--- config.mk ---
export PLATFORM = sky130hd
export DESIGN_NAME = emu_xactor
export DESIGN_NICKNAME = d
export VERILOG_FILES = /design/src/rtl/emu_pkg.sv /design/src/rtl/emu_step_ctrl.sv /design/src/rtl/emu_xactor.sv
export SDC_FILE = /design/constraint.sdc
export NUM_CORES = 1
export LEC_CHECK = 0
export CAP_MARGIN = 25
export CELL_PAD_IN_SITES_DETAIL_PLACEMENT = 0
export CELL_PAD_IN_SITES_GLOBAL_PLACEMENT = 1
export CORE_ASPECT_RATIO = 1.75
export CORE_UTILIZATION = 30
export DETAILED_ROUTE_END_ITERATION = 10
export PLACE_DENSITY = 0.7
export REMOVE_ABC_BUFFERS = 1
export SETUP_SLACK_MARGIN = 0.02
export SYNTH_ARGS = -nofsm -noshare
export SYNTH_HDL_FRONTEND = slang
export SYNTH_HIERARCHICAL = 1
export SYNTH_SLANG_ARGS = --single-unit
--- constraint.sdc ---
create_clock -name clk -period 1.6 [get_ports clk]
set_clock_uncertainty 0.15 [all_clocks]
set_input_delay 0.32 -clock clk [delete_from_list [all_inputs] [get_ports clk]]
set_output_delay 0.32 -clock clk [all_outputs]
set_load 0.005 [all_outputs]
--- src/rtl/emu_pkg.sv ---
// Shared types and constants for the co-emulation transactor.
package emu_pkg;

  typedef enum logic [1:0] {
    IDLE = 2'd0,
    RUN  = 2'd1,
    CAP  = 2'd2
  } emu_state_t;

  localparam int unsigned EMU_DW = 8;
  localparam int unsigned EMU_AW = 3;

  // STATUS register address for the default host address width
  localparam logic [EMU_AW-1:0] ADDR_STATUS = {EMU_AW{1'b1}};

  // STATUS flag positions, counted down from the MSB of the data byte
  localparam int unsigned ST_BUSY = 0;
  localparam int unsigned ST_DONE = 1;

endpackage

--- src/rtl/emu_step_ctrl.sv ---
// Step sequencer: runs the DUT clock enable for a programmed number of
// cycles, then optionally requests an output capture.
module emu_step_ctrl
  import emu_pkg::*;
#(
  parameter int unsigned DW       = 8,
  parameter int unsigned AUTO_CAP = 1
) (
  input  logic          clk,
  input  logic          reset,
  input  logic          start,
  input  logic [DW-1:0] count,
  output logic          dut_clk_en,
  output logic          busy,
  output logic          done,
  output logic          cap_pulse
);

  emu_state_t    state, state_n;
  logic [DW-1:0] cnt, cnt_n;
  logic          done_n;

  // Next-state, counter and done-flag logic
  always_comb begin
    state_n = state;
    cnt_n   = cnt;
    done_n  = done;
    unique case (state)
      IDLE: begin
        if (start && (count != '0)) begin
          state_n = RUN;
          cnt_n   = count;
          done_n  = 1'b0;
        end
      end
      RUN: begin
        cnt_n = cnt - DW'(1);
        if (cnt == DW'(1)) begin
          if (AUTO_CAP != 0) begin
            state_n = CAP;
          end else begin
            state_n = IDLE;
            done_n  = 1'b1;
          end
        end
      end
      CAP: begin
        state_n = IDLE;
        done_n  = 1'b1;
      end
      default: state_n = IDLE;
    endcase
  end

  // Outputs are registered from the next state so they align with it
  always_ff @(posedge clk) begin
    if (reset) begin
      state      <= IDLE;
      cnt        <= '0;
      done       <= 1'b0;
      dut_clk_en <= 1'b0;
      busy       <= 1'b0;
      cap_pulse  <= 1'b0;
    end else begin
      state      <= state_n;
      cnt        <= cnt_n;
      done       <= done_n;
      dut_clk_en <= (state_n == RUN);
      busy       <= (state_n != IDLE);
      cap_pulse  <= (state_n == CAP);
    end
  end

endmodule

--- src/rtl/emu_xactor.sv ---
// Co-emulation transactor: host byte bus to DUT stimulus/capture buffers,
// with a gated-clock step sequencer.
module emu_xactor
  import emu_pkg::*;
#(
  parameter int unsigned DW       = 8,
  parameter int unsigned N_STIM   = 2,
  parameter int unsigned N_OUT    = 2,
  parameter int unsigned AW       = 3,
  parameter int unsigned AUTO_CAP = 1
) (
  input  logic                 clk,
  input  logic                 reset,
  input  logic [DW-1:0]        din,
  input  logic [AW-1:0]        addr,
  input  logic                 wr_emu,
  input  logic                 load_emu,
  input  logic                 get_emu,
  input  logic                 step_emu,
  output logic [DW-1:0]        dout,
  output logic [N_STIM*DW-1:0] stim_o,
  input  logic [N_OUT*DW-1:0]  dut_out_i,
  output logic                 dut_clk_en,
  output logic                 busy
);

  localparam logic [AW-1:0] ADDR_ST = {AW{1'b1}};

  logic [N_STIM*DW-1:0] stim_buf;
  logic [N_OUT*DW-1:0]  vect_buf;
  logic                 do_load, do_get, do_step, do_wr;
  logic                 done, cap_pulse;
  logic [DW-1:0]        status, rd_data;

  // Command priority: load > get > step > wr; lower ones are masked even
  // when a higher one is being ignored because a step is running.
  always_comb begin
    do_load = load_emu & ~busy;
    do_get  = ~load_emu & get_emu & ~busy;
    do_step = ~load_emu & ~get_emu & step_emu;
    do_wr   = ~load_emu & ~get_emu & ~step_emu & wr_emu;
  end

  emu_step_ctrl #(
    .DW       (DW),
    .AUTO_CAP (AUTO_CAP)
  ) u_step_ctrl (
    .clk        (clk),
    .reset      (reset),
    .start      (do_step),
    .count      (din),
    .dut_clk_en (dut_clk_en),
    .busy       (busy),
    .done       (done),
    .cap_pulse  (cap_pulse)
  );

  // Read mux: capture slots, STATUS at all-ones, zero elsewhere
  always_comb begin
    status                = '0;
    status[DW-1-ST_BUSY]  = busy;
    status[DW-1-ST_DONE]  = done;
    rd_data               = '0;
    for (int k = 0; k < N_OUT; k++) begin
      if (addr == AW'(k)) rd_data = vect_buf[k*DW +: DW];
    end
    if (addr == ADDR_ST) rd_data = status;
  end

  always_ff @(posedge clk) begin
    if (reset) begin
      stim_buf <= '0;
      stim_o   <= '0;
      vect_buf <= '0;
      dout     <= '0;
    end else begin
      dout <= rd_data;
      if (do_load) stim_o <= stim_buf;
      if (do_get || cap_pulse) vect_buf <= dut_out_i;
      if (do_wr) begin
        for (int k = 0; k < N_STIM; k++) begin
          if (addr == AW'(k)) stim_buf[k*DW +: DW] <= din;
        end
      end
    end
  end

endmodule

# After elaboration in Yosys (flattened, before gate mapping)
# Cells that the tools add are included.
totals:
  wordCells: 55
  output_inout_bits: 26
  ff_bits: 70
op_classes:
  n_bitwise: 11
  mux: 10
  n_reduce_logical: 13
  eq_ne: 8
  n_addsub: 1
op_table:
  columns: ["op", "count"]
  rows:
  - ["$mux 8", 4]
  - ["$pmux 8 s2", 1]
  - ["$eq 8x1->1 const B", 1]
  - ["$reduce_and 2->1", 4]
  - ["$reduce_bool 8->1", 1]
  - ["$sub 8x1->8 const B", 1]
  - ["$and 1x1->1", 7]
  - ["$reduce_bool 2->1", 3]
  - ["$eq 2x1->1 const B", 2]
  - ["$eq 2x2->1 const B", 2]
  - ["$mux 2", 2]
  - ["$not 1->1", 4]
  - ["$pmux 2 s2", 1]
  - ["$eq 3x1->1 const B", 1]
  - ["$eq 3x3->1 const B", 1]
  - ["$logic_not 3->1", 1]
  - ["$logic_not 2->1", 1]
  - ["$ne 2x1->1 const B", 1]
  - ["$pmux 1 s2", 1]
  - ["$reduce_or 2->1", 1]
  - ["$logic_and 1x1->1", 1]
  - ["$logic_or 1x1->1", 1]
  - ["$mux 1", 1]

# Longest topological paths before layout
# Gate-level depths: netlist of the first run.
logic_depth:
  word_depth: 7
  mapped_depth: 6
  mapped_depth_nobuf: 6

# Hierarchy
# The synthesis of the first run kept the hierarchy.
by_module_without_submodules:
  columns: ["module", "instances", "seq_area_each_um2", "area_per_inst_um2", "cells_per_inst"]
  rows:
  - ["emu_xactor", 1, 1121.1, 2317.2, 240]
  - ["emu_step_ctrl", 1, 280.3, 690.7, 81]

# Worst setup path after synthesis of the first run
# Ideal clock, no wire load.
synth_path:
  path_kind: "reg2reg"
  from: "register u_step_ctrl.cnt[0]"
  to: "register u_step_ctrl.cnt[6]"
  arrival_time_ns: 1.434
  t_required_ns: 1.330
  path_stages_with_launch: 6
  setup_time_ns: 0.120
  setup_slack_ns: -0.103
  cell_sequence: "dfxtp_1 -> inv_1 -> ha_1 -> or3b_1 -> o311a_1 -> a211o_1"
synth_via:
  elab_chain_len: 2
synth_rtl:
  columns: ["element", "line", "source"]
  rows:
  - ["from (decl)", "emu_step_ctrl.sv:20", "logic [DW-1:0] cnt, cnt_n;"]
  - ["from (signal assigned)", "emu_step_ctrl.sv:66", "cnt <= cnt_n;"]
  - ["$sub 8x1->8", "emu_step_ctrl.sv:37", "cnt_n = cnt - DW'(1);"]
  - ["$pmux 8 s2", "emu_step_ctrl.sv:28", "unique case (state)"]
# No other way between the ends.
# A chain may end at the register's enable or synchronous reset.

# Worst setup path in the final report of the first run
layout_path:
  from: "register u_step_ctrl.cnt[1]"
  to: "register u_step_ctrl.cnt[6]"
# Same word-level chain as after synthesis.

==> results of run 1 <==
-- metal layers --
layer	part of all wire, %	wire length, um	vias to the layer above
met5	0	0	-
met4	2.6	188	0
met3	2.5	181	13
met2	53	3760	46
met1	42	3020	1161
li1	-	-	1280
-- cells by family after synthesis --
kind of cell               Yosys count  synth area share [%]
muxes                               38                  12.6
adders and majority gates            2                 0.832
buffers and inverters               22                  3.95
and+or+nand+nor                    147                  27.2
AOI/OAI and AO/OA                   42                  8.82
DFF                                 70                  46.6
-- flip-flops by register name (all words and copies together) (netlist names) --
register and count:
u_step_ctrl/state 2, stim_o 16, stim_buf 16, u_step_ctrl/done 1
u_step_ctrl/busy 1, u_step_ctrl/cnt 8, u_step_ctrl/dut_clk_en 1, dout 8
u_step_ctrl/cap_pulse 1, vect_buf 16
-- tightest hold or removal path: stages --
cell	delay, ns
dlymetal6s2s_1	0.12
buf_4	0.13
a221o_1	0.13
-- cell usage after synthesis, types with 2 or more instances --
master,n,area (um2)
ha_1,2,25.0
nor3_2,2,20.0
o21ai_1,3,15.0
a221o_1,2,20.0
nor2b_1,2,12.5
nor2_1,14,52.6
nor3_1,6,30.0
inv_1,3,11.3
nand3_1,8,40.0
a31oi_1,3,18.8
clkbuf_2,2,10.0
mux2i_1,38,380
buf_2,5,25.0
a211o_1,2,17.5
nand2_1,40,150
nor4_1,3,18.8
dfxtp_1,70,1400
clkbuf_1,8,30.0
nand2b_1,59,369
nor3b_1,2,15.0
a311oi_1,2,17.5
a21oi_1,25,125
-- how the worst max path moves through the flow --
stage / end / slack [ns] / cells past startpoint
6_report: u_step_ctrl/cnt[6]$_SDFFE_PP0P_ / -0.16 / 5
5_1_grt: u_step_ctrl/cnt[6]$_SDFFE_PP0P_ / -0.21 / 5
4_1_cts: u_step_ctrl/cnt[6]$_SDFFE_PP0P_ / -0.14 / 5
3_5_place_dp: u_step_ctrl/cnt[6]$_SDFFE_PP0P_ / -0.58 / 7
3_3_place_gp: u_step_ctrl/cnt[6]$_SDFFE_PP0P_ / -0.55 / 7
2_1_floorplan: u_step_ctrl/cnt[6]$_SDFFE_PP0P_ / -0.10 / 5
-- where the power goes --
part           internal, uW  total [uW]  switching, uW
sequential             1800        1830           35.4
clock                  1450        2180            730
combinational           306         555            250
-- area by class of cell --
class / count / share of cell area, %
sequential: 70 / 31.8
clock inverter: 5 / 1.84
tap: 125 / 3.53
timing repair buffer: 101 / 20.9
inverter: 4 / 0.339
clock buffer: 11 / 5.70
multi-input combinational: 229 / 35.9
-- repair_timing --
action	4_1_cts	5_1_grt
hold buffers	0	0
setup endpoints to repair	46	19
pin swaps	3	7
buffers inserted	3	1
gates cloned	0	0
gates resized for setup	49	13
-- per-stage QoR --
stage | setup WS, ns | total power, uW | cells | TNS, ns
6_report | -0.156 | 4570 | 545 | -0.263
5_1_grt | -0.209 | 4780 | 545 | -0.360
2_1_floorplan | -0.103 | 2070 | 303 | -0.103
3_3_place_gp | -0.553 | 2360 | 525 | -16.35
4_1_cts | -0.137 | 4610 | 544 | -0.238
3_5_place_dp | -0.580 | 2370 | 525 | -17.61
==> flow_metrics.py, run 1 <==
metrics = {
    "setup_path": {
        "worstPathMaxFanout": 2,
        "crit_slowest_cell": "or3b_4",
        "critical-path-top-delay-family": "compound AO/OA/AOI/OAI gates",
        "timing.reg2reg.setup_slack_ns": -0.16,
        "worst_path_buffer_plus_inverter_count": 1,
        "crit-reg2reg-launch": "u_step_ctrl/cnt[1]$_SDFFE_PP0P_",
        "critical_path.reg2reg.endpoint": "u_step_ctrl/cnt[6]$_SDFFE_PP0P_",
        "worstPathCellList": "inv_2 -> ha_4 -> or3b_4 -> o311a_1 -> a211o_1",
        "startpoint": "u_step_ctrl/cnt[1]$_SDFFE_PP0P_",
        "timing.critical_path.from_type": "flop",
        "endpoint_kind": "flop",
        "rr_worst_depth": 5,
        "cp_data_arrival_time_ns": 1.82,
        "timing.setup.critical_path_class": "reg -> reg",
        "crit_path_max_incr_delay_ns": 0.37,
        "worst-endpoint-required_ns": 1.66,
    },
    "run_status": {
        "failed_checks": "negative setup slack",
        "outcome": "finished with violations",
    },
    "layout": {
        "filler_cell_count": 986,
        "design_area_final_mm2": 0.00443,
        "multi_input_comb_area_mm2": 0.00159,
        "antenna_cells_inserted": 0,
        "area.growth.synth_to_final_pct": 47.3,
        "seq_area_mm2": 0.00141,
        "post_route_cells_drive_above_1_share_pct": 21.9,
        "layout.core_utilization_pct": 45.3,
        "layout.cells.most_common_list": "dfxtp_1, nand2b_1, nand2_1, buf_4, mux2i_1",
        "mostFrequentLayoutCell": "dfxtp_1",
        "num-nets-final": 450,
    },
    "floorplan": {
        "placementRows": 48,
        "die_y_um": 134,
        "coreArea_mm2": 0.00979,
        "ioPinCount": 59,
        "design.die.area_mm2": 0.0104,
        "dieWidth_um": 77.7,
        "start_util_pct": 30.7,
    },
    "sta": {
        "timing.final.crit_share_pct": 110,
        "grt_setup_unrepaired": "true",
        "fmax_mhz": 570,
        "slew_viol_final": 0,
        "setup_slack_ns": -0.156,
        "fin_crit_ns": 1.76,
        "worst_slew_pin_slew_ns": 0.451,
        "finalSetupViolCount": 2,
        "final_report_hold_violation_count": 0,
        "timing.slew.headroom_pct": 69.8,
        "worst_hold_slack_ns": 0.254,
    },
    "routing": {
        "antenna_violating_nets_post_route": 0,
        "drt-vias-per-instance": 4.59,
        "drt-pass1-iter-count": 4,
        "route.final.wire_length_um": 7150,
        "avgRoutedWirePerCell_um": 13.1,
        "detail_route.drc_violations": 0,
        "vias": 2500,
        "initialDrtViolationCount": 88,
    },
    "synth": {
        "syn-instance-count": 321,
        "syn_area_per_cell_um2": 9.37,
        "ys_warn_count": 6,
        "post_synth_edffs": 0,
        "yosys_register_bits": 70,
        "synth_cell_types": 42,
        "postSynth.asyncResetShare_pct": 0,
        "mappedNetlistArea_mm2": 0.00301,
        "synth-seq-area-share_pct": 46.6,
        "postSynth.topFlopCell": "dfxtp_1",
    },
    "placed_design": {
        "port-buffer-count": 58,
        "dpl_cell_area_mm2": 0.00398,
        "finalWeightedCongestion": 0.806,
        "dpl.hpwl_um": 5170,
    },
    "clocking": {
        "clock_insertion_delay_worst_skew_ns": 0.32,
        "clock_sinks": 70,
        "cts_tree": "done",
        "tritoncts.num_buffers": 9,
        "cts.clk_slew.worst_paths_ns": 0.06,
        "root_buffer": "clkbuf_16",
        "cts.path.max_buffers": 2,
        "cts.htree.levels": 3,
    },
    "power_and_ir_drop": {
        "p_leak_uw": 0.00193,
        "vdd_drop_max_mv": 0.597,
        "power_density_mw_per_mm2": 1030,
    },
    "grt": {
        "grt_remaining_overflow": 0,
        "groute.usage.overall_pct": 14.7,
        "first_global_vias": 2570,
        "antenna_found_initial": 0,
        "grt_start_max_net_pins": 42,
        "grt_util_met3_pct": 2.70,
        "grt_first_pass_wirelength_um": 12000,
        "globalRouteMet2Util_pct": 25.9,
        "gr-usage-met1_pct": 16.6,
        "busiest_layer": "met2",
    },
    "worst_hold_path": {
        "hold_path_depth": 3,
        "kind_of_path_behind_the_tightest_hold_check": "in -> reg",
        "worst_hold_path.endpoint": "u_step_ctrl/cnt[5]$_SDFFE_PP0P_",
        "hold_start": "din[5]",
    },
    "run": {
        "drv_cap": 0,
    },
}
No activity file was read; power rests on OpenSTA's default activity.
==> run 2, diff against run 1 <==
CORE_MARGIN = 5   (was default)
==> flow_metrics.py, run 2 (synthesis gave the netlist of run 1 again) <==
metrics = {
    "layout": {
        "layout.cells.most_common_list": "dfxtp_1, nand2b_1, buf_4, nand2_1, mux2i_1",
        "area.growth.synth_to_final_pct": 47.5,
        "biggestRegsByFlops": "stim_buf x16, stim_o x16, vect_buf x16",
        "mostFrequentLayoutCell": "dfxtp_1",
        "post_route_cells_drive_above_1_share_pct": 22.5,
        "num-nets-final": 457,
    },
    "sta": {
        "setup_slack_ns": -0.0731,
        "slew_viol_final": 0,
        "fmax_mhz": 598,
        "timing.slew.headroom_pct": 73.4,
        "worst_slew_pin_slew_ns": 0.398,
        "final_report_hold_violation_count": 0,
        "fin_crit_ns": 1.67,
        "worst_hold_slack_ns": 0.234,
        "finalSetupViolCount": 1,
        "grt_setup_unrepaired": "true",
        "timing.final.crit_share_pct": 105,
    },
    "grt": {
        "globalRouteMet2Util_pct": 24.1,
        "grt_remaining_overflow": 0,
        "grt_util_met3_pct": 2.43,
        "groute.usage.overall_pct": 12.5,
        "busiest_layer": "met2",
        "first_global_vias": 2536,
        "grt_first_pass_wirelength_um": 11900,
        "antenna_found_initial": 1,
        "gr-usage-met1_pct": 12.1,
        "grt_start_max_net_pins": 34,
    },
    "worst_hold_path": {
        "hold_start": "reset",
        "kind_of_path_behind_the_tightest_hold_check": "in -> reg",
    },
    "setup_path": {
        "timing.reg2reg.setup_slack_ns": -0.07,
        "timing.setup.critical_path_class": "reg -> reg",
        "endpoint_kind": "flop",
        "timing.critical_path.from_type": "flop",
        "crit-reg2reg-launch": "u_step_ctrl/cnt[0]$_SDFFE_PP0P_",
        "worst-endpoint-required_ns": 1.67,
        "startpoint": "u_step_ctrl/cnt[0]$_SDFFE_PP0P_",
        "worstPathMaxFanout": 2,
        "cp_data_arrival_time_ns": 1.74,
    },
    "clocking": {
        "root_buffer": "clkbuf_16",
        "cts.path.max_buffers": 2,
        "clock_insertion_delay_worst_skew_ns": 0.33,
        "clock_sinks": 70,
        "cts.htree.levels": 3,
        "cts.clk_slew.worst_paths_ns": 0.06,
        "tritoncts.num_buffers": 9,
        "holdBufCountCts": 0,
        "cts_tree": "done",
    },
    "power_and_ir_drop": {
        "part_of_the_power_in_the_clock_network_pct": 43.2,
        "combinationalPowerShare_pct": 13.4,
        "power.switching_uw": 1060,
        "vdd_drop_max_mv": 0.558,
        "register_share_of_total_power_pct": 43.3,
        "intPower_uw": 3180,
        "p_leak_uw": 0.00193,
        "sw_frac_of_total_pct": 25.0,
        "power_density_mw_per_mm2": 954,
    },
    "routing": {
        "antenna_violating_nets_post_route": 0,
        "drt-pass1-iter-count": 4,
        "route.final.wire_length_um": 7420,
        "avgRoutedWirePerCell_um": 13.4,
        "drt-vias-per-instance": 4.62,
        "initialDrtViolationCount": 53,
        "vias": 2553,
        "detail_route.drc_violations": 0,
    },
    "floorplan": {
        "dieWidth_um": 85.7,
        "ioPinCount": 59,
        "die_y_um": 142,
        "coreArea_mm2": 0.00985,
        "placementRows": 48,
        "start_util_pct": 30.5,
        "design.die.area_mm2": 0.0122,
    },
    "placed_design": {
        "finalWeightedCongestion": 0.780,
        "dpl.hpwl_um": 5560,
        "pre_cts_slack_ns": -0.482,
        "port-buffer-count": 58,
    },
    "run": {
        "drv_cap": 0,
    },
    "run_status": {
        "outcome": "finished with violations",
        "failed_checks": "negative setup slack",
    },
}
==> run 2: changes by cell type in the layout (fill, tap and decap cells not counted), moves of 2 or more <==
cell,delta
buf_4,+7
dfxtp_1,+4
dfxtp_2,-4
o21ai_1,+3
o21ai_2,-3
a21oi_1,-2
a21oi_2,+2
bufinv_16,-2
clkbuf_8,-2
inv_6,+2
==> run 2: repair_timing <==
item,in CTS,in global routing
pin swaps,7,5
resized for setup,46,15
setup buffers,8,1
endpoints found under the setup margin,45,12
gates cloned,0,0
==> run 2: final cells by class <==
| cell class | instances | area [um2] |
|---|---|---|
| Clock inverter | 6 | 46.3 |
| Inverter | 4 | 15.0 |
| Timing Repair Buffer | 108 | 977 |
| Multi-Input combinational cell | 229 | 1610 |
| Clock buffer | 10 | 229 |
| Tap cell | 125 | 156 |
| Fill cell | 985 | 5410 |
| Antenna cell | 1 | 2.50 |
| Sequential cell | 70 | 1410 |
==> run 2: power groups by stage <==
stage / Sequential, uW / Clock [uW] / Combinational (uW)
floorplan: 1860 / 0 / 204
global placement: 1860 / 0 / 506
detailed placement: 1860 / 0 / 510
CTS: 1830 / 1880 / 543
global route: 1840 / 1950 / 618
finish: 1830 / 1830 / 568
==> run 2: worst max-delay path: stages (launching register included) <==
cell and delay, ns:
dfxtp_2 0.32, inv_2 0.07, ha_4 0.13, or3b_4 0.37
o311a_1 0.30, a211o_1 0.22
==> run 2: layer usage <==
metal  wire length (um)  vias up
li1                   -     1296
met5                  0        -
met2               4120       41
met4                220        0
met3                233       15
met1               2840     1201
==> run 2: per-stage QoR <==
step	instances	power (uW)	util [%]	setup TNS, ns	area (um2)
after floorplan	303	2070	-	-0.103	2900
after global placement	528	2370	40.6	-17.51	4000
after detailed placement	528	2370	40.6	-18.60	4000
after CTS	551	4250	44.2	-0.112	4350
after global routing	553	4410	45.1	-0.182	4440
final	553	4230	45.1	-0.0731	4440
==> run 2: path summary, 6_finish.rpt <==
| path | end | depth (start not counted) |
|---|---|---|
| worst min-delay path | u_step_ctrl/cnt[1]$_SDFFE_PP0P_ | 2 |
| worst max register to register | u_step_ctrl/cnt[6]$_SDFFE_PP0P_ | 5 |
| worst max-delay path | u_step_ctrl/cnt[6]$_SDFFE_PP0P_ | 5 |
| worst min register to register | stim_o[7]$_SDFFE_PP0P_ | 2 |
==> run 3, diff against run 2 <==
DONT_BUFFER_PORTS = 1   (was default)
PLACE_DENSITY = 0.6   (was 0.7)
==> flow_metrics.py, run 3 (synthesis gave the netlist of run 1 again) <==
metrics = {
    "run_status": {
        "outcome": "finished with violations",
        "failed_checks": "negative setup slack",
    },
    "run": {
        "drv_cap": 0,
    },
    "placed_design": {
        "dpl_cell_area_mm2": 0.00321,
        "dpl.hpwl_um": 4650,
        "pre_cts_slack_ns": -0.125,
        "finalWeightedCongestion": 0.818,
        "port-buffer-count": 0,
    },
    "setup_path": {
        "worst-endpoint-required_ns": 1.66,
        "timing.setup.critical_path_class": "reg -> reg",
        "endpoint_kind": "flop",
        "timing.critical_path.from_type": "flop",
        "worstPathMaxFanout": 2,
        "cp_data_arrival_time_ns": 1.75,
    },
    "grt": {
        "grt_first_pass_wirelength_um": 11300,
        "grt_start_max_net_pins": 64,
        "grt_remaining_overflow": 0,
        "groute.usage.overall_pct": 12.2,
        "first_global_vias": 2305,
        "antenna_found_initial": 0,
    },
    "sta": {
        "slew_viol_final": 0,
        "timing.slew.headroom_pct": 76.7,
        "finalSetupViolCount": 2,
        "worst_slew_pin_slew_ns": 0.346,
        "fin_crit_ns": 1.68,
        "grt_setup_unrepaired": "true",
        "worst_hold_slack_ns": 0.0124,
        "final_report_hold_violation_count": 0,
        "fmax_mhz": 594,
        "setup_slack_ns": -0.0842,
        "timing.final.crit_share_pct": 105,
    },
    "layout": {
        "design_area_final_mm2": 0.00383,
        "post_route_cells_drive_above_1_share_pct": 15.6,
        "mostFrequentLayoutCell": "dfxtp_1",
        "layout.core_utilization_pct": 38.9,
        "biggestRegsByFlops": "stim_buf x16, stim_o x16, vect_buf x16",
        "antenna_cells_inserted": 0,
        "filler_cell_count": 1010,
        "area.growth.synth_to_final_pct": 27.2,
        "layout.cells.most_common_list": "dfxtp_1, nand2b_1, nand2_1, mux2i_1",
        "num-nets-final": 395,
    },
    "floorplan": {
        "design.die.area_mm2": 0.0122,
        "dieWidth_um": 85.7,
        "placementRows": 48,
        "coreArea_mm2": 0.00985,
        "start_util_pct": 30.5,
        "die_y_um": 142,
        "ioPinCount": 59,
    },
    "routing": {
        "vias": 2301,
        "antenna_violating_nets_post_route": 0,
        "route.final.wire_length_um": 7130,
        "initialDrtViolationCount": 99,
        "drt-vias-per-instance": 4.70,
        "drt-pass1-iter-count": 4,
        "detail_route.drc_violations": 0,
        "avgRoutedWirePerCell_um": 14.6,
    },
    "worst_hold_path": {
        "kind_of_path_behind_the_tightest_hold_check": "in -> reg",
    },
    "clocking": {
        "cts.htree.levels": 3,
        "clock_insertion_delay_worst_skew_ns": 0.33,
        "clock_sinks": 70,
        "tritoncts.num_buffers": 9,
        "root_buffer": "clkbuf_16",
        "cts.path.max_buffers": 2,
        "cts.clk_slew.worst_paths_ns": 0.06,
        "cts_tree": "done",
    },
    "power_and_ir_drop": {
        "total_power_draw_uw": 4280,
        "power_density_mw_per_mm2": 1120,
        "p_leak_uw": 0.00150,
        "vdd_drop_max_mv": 0.535,
    },
}
## run 3: changes by cell type in the layout (fill, tap and decap cells not counted), sizes merged, moves of 2 or more
cell           delta
clkbuf            +3
dlygate4sd2      -29
buf              -24
dlygate4sd3      +19
dlymetal6s2s      -5
inv               -2
clkdlybuf4s50    -23
## run 3: power by group
part / internal, uW / total [uW] / switching, uW / leakage (uW)
combinational: 238 / 421 / 183 / 0.000788
clock: 1290 / 2030 / 740 / 0.000146
sequential: 1800 / 1830 / 35.9 / 0.000568
## run 3: critical path: stages, from the launching register on
cell and delay (ns):
dfxtp_2 0.32, inv_2 0.07, ha_4 0.13, or3b_4 0.38, o311a_1 0.30, a211o_1 0.22
## run 3: path summary, 6_finish.rpt
check                                        from                               to  slack (ns)  cells after the start
setup / recovery  u_step_ctrl/cnt[1]$_SDFFE_PP0P_  u_step_ctrl/cnt[6]$_SDFFE_PP0P_       -0.08                      5
hold / removal                            addr[0]               dout[4]$_SDFF_PP0_        0.01                      2
setup reg to reg  u_step_ctrl/cnt[1]$_SDFFE_PP0P_  u_step_ctrl/cnt[6]$_SDFFE_PP0P_       -0.08                      5
hold reg to reg          stim_buf[5]$_SDFFE_PP0P_           stim_o[5]$_SDFFE_PP0P_        0.30                      2
## run 3: area by class of cell
cell class,instances,area [um2],share of cell area [%]
clock buffers,13,260,6.80
clock inverters,3,42.5,1.11
inverters,4,15.0,0.392
multi-input cells,229,1520,39.7
flip-flops and latches,70,1400,36.7
well taps,125,156,4.09
repair buffers,46,430,11.2
## run 3: stage by stage
stage / std cells / TNS (ns)
final: 490 / -0.133
after global routing: 490 / -0.270
after CTS: 490 / -0.196
after detailed placement: 445 / -0.204
after global placement: 445 / -0.220
after floorplan: 303 / -0.103
## run 3: layer usage
layer | routed length (um) | vias up | track usage (%)
met4 | 265 | 0 | 6.84
met2 | 3800 | 53 | 22.2
li1 | - | 1171 | -
met3 | 347 | 17 | 3.94
met5 | 0 | - | 0
met1 | 2710 | 1060 | 11.8
## run 3: timing repair
item | 4_1_cts | 5_1_grt
gates resized for setup | 8 | 2
setup buffers | 9 | 0
setup endpoints to repair | 4 | 7
endpoints found under the hold margin | 45 | 0
hold buffers | 20 | 0
pin swaps | 3 | 2
